File: config.mk
export PLATFORM = sky130hd
export DESIGN_NAME = usb_rx_sequencer
export DESIGN_NICKNAME = d
export VERILOG_FILES = /design/src/rtl/usb_rx_sequencer.sv
export SDC_FILE = /design/constraint.sdc
export NUM_CORES = 1
export LEC_CHECK = 0
export ABC_AREA = 1
export CORE_MARGIN = 3
export CORE_UTILIZATION = 31
export CTS_CLUSTER_DIAMETER = 200
export CTS_CLUSTER_SIZE = 14
export DETAILED_ROUTE_END_ITERATION = 12
export SYNTH_ARGS = -nofsm -noshare
export SYNTH_HDL_FRONTEND = slang
export SYNTH_SLANG_ARGS = --single-unit
File: constraint.sdc
create_clock -name clk -period 2.16 [get_ports clk]
set_input_delay 0.324 -clock clk [delete_from_list [all_inputs] [get_ports clk]]
set_output_delay 0.324 -clock clk [all_outputs]
set_load 0.02 [all_outputs]
File: src/rtl/usb_rx_sequencer.sv
// usb_rx_sequencer: SYNC/EOP framing controller driving the USB full-speed NRZI decoder and unstuffer
module usb_rx_sequencer #(
  parameter int MAX_BITS = 1100,
  parameter int CNT_W = 11
) (
  input  logic             clk,
  input  logic             rst,
  input  logic             dp,
  input  logic             dm,
  input  logic             rx_en,
  input  logic             rc_nrzi_wait,
  output logic             start_rc_nrzi,
  output logic             end_rc_nrzi,
  output logic             abort,
  output logic             pkt_ok,
  output logic [2:0]       err_code,
  output logic             busy,
  output logic [CNT_W-1:0] bit_count
);
  typedef enum logic [1:0] {IDLE, DATA, EOP1, EOP2} state_t;
  state_t state, state_n;
  logic [7:0] sh, sh_n, sh_shift;
  logic [3:0] run, run_n, run_inc;
  logic last, last_n, start_n, end_n, abort_n;
  logic [2:0] err_n;
  logic [CNT_W-1:0] cnt_n;
  logic jk, se0, se1, sym_j, lvl;
  assign jk = dp ^ dm;
  assign se0 = ~dp & ~dm;
  assign se1 = dp & dm;
  assign sym_j = dp & ~dm;
  assign lvl = dm;
  assign sh_shift = {sh[6:0], lvl};
  assign run_inc = (lvl == last) ? run + 4'd1 : 4'd1;
  assign busy = state != IDLE;
  // Next-state, counters and pulse decisions for the current line sample; K is stored as 1
  always_comb begin
    state_n = state;
    sh_n = '0;
    run_n = run;
    last_n = last;
    cnt_n = bit_count;
    err_n = err_code;
    start_n = 1'b0;
    end_n = 1'b0;
    abort_n = 1'b0;
    if (state == IDLE) begin
      sh_n = jk ? sh_shift : '0;
      if (jk && sh_shift == 8'b10101011 && rx_en && rc_nrzi_wait) begin
        state_n = DATA;
        start_n = 1'b1;
        cnt_n = '0;
        run_n = 4'd2;
        last_n = 1'b1;
        err_n = 3'b000;
        sh_n = '0;
      end
    end else if (!rx_en) begin
      abort_n = 1'b1;
      err_n = 3'b100;
      state_n = IDLE;
    end else if (state == DATA) begin
      if (se1) begin
        abort_n = 1'b1;
        err_n = 3'b010;
        state_n = IDLE;
      end else if (se0) begin
        state_n = EOP1;
      end else if (run_inc == 4'd8) begin
        abort_n = 1'b1;
        err_n = 3'b001;
        state_n = IDLE;
      end else if (bit_count == CNT_W'(MAX_BITS)) begin
        abort_n = 1'b1;
        err_n = 3'b011;
        state_n = IDLE;
      end else begin
        cnt_n = bit_count + 1'b1;
        run_n = run_inc;
        last_n = lvl;
      end
    end else if (state == EOP1) begin
      state_n = se0 ? EOP2 : IDLE;
      abort_n = ~se0;
      err_n = se0 ? err_code : 3'b010;
    end else begin
      state_n = IDLE;
      end_n = sym_j;
      abort_n = ~sym_j;
      err_n = sym_j ? err_code : 3'b010;
    end
  end
  // Register state and all outputs; reset wins over any in-flight pulse
  always_ff @(posedge clk) begin
    if (rst) begin
      state <= IDLE;
      sh <= '0;
      run <= '0;
      last <= 1'b0;
      bit_count <= '0;
      err_code <= '0;
      start_rc_nrzi <= 1'b0;
      end_rc_nrzi <= 1'b0;
      pkt_ok <= 1'b0;
      abort <= 1'b0;
    end else begin
      state <= state_n;
      sh <= sh_n;
      run <= run_n;
      last <= last_n;
      bit_count <= cnt_n;
      err_code <= err_n;
      start_rc_nrzi <= start_n;
      end_rc_nrzi <= end_n;
      pkt_ok <= end_n;
      abort <= abort_n;
    end
  end
endmodule
==> out/results.ini <==
[worst_hold_path]
hold_start=sh[2]$_SDFF_PP0_
min_to=sh[3]$_SDFF_PP0_
hp-class=register to register
hold_depth=2

[floorplan]
die_w_um=81.1
placementRows=26
io_pins=25
die_area_mm2=0.00658
die_y_um=81.1
core-area_mm2=0.00527
start_util=0.332

[synthesis]
synthTopCellsByArea=dfxtp_1, nand2_1, nor2_1
yosysWarningCount=0
synth_cells=248
syn_nets=260
ys_seq_elements=31
yosysSeqAreaShare=0.355
synth.top_cells.by_count=nand2_1, nor2_1, inv_1
synth.distinct_cells=33
avgSynthCellArea_um2=7.05
async_flop_share=0
ys.flop_type=dfxtp_1
netlist_area_mm2=0.00175
yosys.area.top_type=dfxtp_1
synth-edff-count=0
synth.most_common_cell=nand2_1
synth_top_area_frac=0.355

[setup_path]
slowest_stage=clkdlybuf4s50_1
cp.required_ps=1840
crit-reg2reg-capture=bit_count[7]$_SDFFE_PP0P_
reg2reg_from=run[0]$_SDFFE_PP0P_
crit_arrival_ps=1700
crit_type=register to output port
reg2reg_depth=9
end_kind=output port
reg2reg_slack_ps=480
worstPathMaxFanout=8
critPathLaunchType=register
crit_chain=nor2_2 > inv_1 > clkdlybuf4s50_1
cpPeakStageDelay_ps=550

[power_and_ir_drop]
p_leak_nw=0.898
pwr-share-seq=0.524
swShare=0.225
finalPower_mw=1.09
combPwrFrac=0.051
p_per_area_mw_per_mm2=485
ir_drop_mv=0.312
internal_power_mw=0.848
p_clk_frac=0.425
p_sw_mw=0.247

[final_layout]
antenna_cells=0
fin_util=0.428
n_fill_cell=560
drive_gt1_frac=0.155
nets=302
syn_to_final_growth_pct=29.0

[sta]
tns_ps=0
rsz0062_at_grt=false
hold_viol_final=0
setup_viol=0
worst_slew_pin_slew_ps=419
skew_ps=5.52
fin_crit_sh=0.936
min_period_ps=2020
max_freq_mhz=495
slew-limit-headroom=0.720
drv_slew=0

[grt]
grt_pass1_vias=1543
gr-total-overflow=0
grtUsageTotal=0.140
antenna_found_initial=0
grt_max_degree=10
grt_pass1_wl_um=7110

[clock_tree]
numClockSinks=31
cts-hold-fix-buffers=0
cts_max_level=2
cts_resized=0
cts_buffers=5
cts-root-buf=clkbuf_8
cts_tree=yes
clock_path_buffers=2
cts_post_setup_buffers_inserted=0
clock_latency_ps=280
clk_pin_slew_ps=60

[drt]
drtAntennaViolNets=0
wire_per_inst_um=11.2
wirelength_um=4050
drc_errors=0
vias_per_cell=4.57
vias=1646
drtPass1Iterations=4
drt_iter0_markers=89

[status]
status=complete, no violations

[placement]
dp_hpwl_um=3120
port_buffers=24
finalWeightedCongestion=0.883

[job]
cap_violations=0

per-layer routing:
layer,vias up,part of all wire,global-route usage
li1,878,-,-
met1,744,0.49,0.177
met2,22,0.47,0.222
met3,2,0.037,0.0410
met4,0,0.0062,0.0574
met5,-,0,0
worst max-delay path by stage:
| stage | from | to | slack [ps] | cells after the start |
|---|---|---|---|---|
| 6_report | state[1]$_SDFFE_PP0P_ | busy | 140 | 3 |
| 3_5_place_dp | dp | sh[0]$_SDFF_PP0_ | 40 | 9 |
| 2_1_floorplan | bit_count[0]$_SDFFE_PP0P_ | bit_count[8]$_SDFFE_PP0P_ | 510 | 10 |
| 3_3_place_gp | dp | sh[5]$_SDFF_PP0_ | 90 | 9 |
| 5_1_grt | state[1]$_SDFFE_PP0P_ | busy | 9 | 3 |
| 4_1_cts | state[1]$_SDFFE_PP0P_ | busy | 100 | 3 |
power groups by stage:
stage | clock network, mW | registers [mW] | logic, mW
3_5_place_dp | 0 | 0.587 | 0.0558
5_1_grt | 0.510 | 0.573 | 0.0618
3_3_place_gp | 0 | 0.587 | 0.0560
2_1_floorplan | 0 | 0.587 | 0.0289
6_report | 0.465 | 0.574 | 0.0557
4_1_cts | 0.484 | 0.574 | 0.0563
critical path: cells and delay by family (launching register included):
family        cells  cell delay (ps)
buf+inv           2              650
simple gates      1              390
flops             1              380
flip-flops by register name, indices dropped and copies added (netlist names), 2 cells and up:
register and flops:
err_code 3, sh 7, run 4, bit_count 11
state 2
cell usage in the layout, fill, tap and decap left out, drive strengths merged, types with 9 or more instances in the layout:
cell type / synthesis / layout
a21oi: 16 / 16
buf: 4 / 16
clkdlybuf4s50: 0 / 24
dfxtp: 31 / 31
inv: 34 / 34
nand2: 54 / 54
nand3: 29 / 29
nand4: 9 / 9
nor2: 43 / 43
stage by stage:
step | area (um^2) | setup WS, ps | std cells | hold slack, ps
after floorplan | 1750 | 514 | 248 | 408
after global placement | 2170 | 90.5 | 353 | 424
after detailed placement | 2170 | 38.0 | 353 | 419
after CTS | 2250 | 96.3 | 360 | 435
after global routing | 2250 | 9.23 | 360 | 458
final | 2250 | 138 | 360 | 432
area by class of cell:
cell class	instances	area [um^2]	share of cell area
clock buffer	6	82.6	0.0366
clock inverter	1	5.00	0.00222
inverter	36	135	0.0599
multi-input combinational	176	951	0.422
sequential	31	621	0.275
tap	70	87.6	0.0388
timing repair buffer	40	373	0.165
logic make-up after synthesis:
family                   after synthesis  share of synthesized area
AND/OR/NAND/NOR                      143                      0.411
adder cells (fa/ha/maj)                6                     0.0429
buffers and inverters                 41                      0.101
XOR/XNOR                               2                     0.0100
flip-flops                            31                      0.355
AO/OA/AOI/OAI                         25                     0.0802
(Power assumes the default switching activity.)
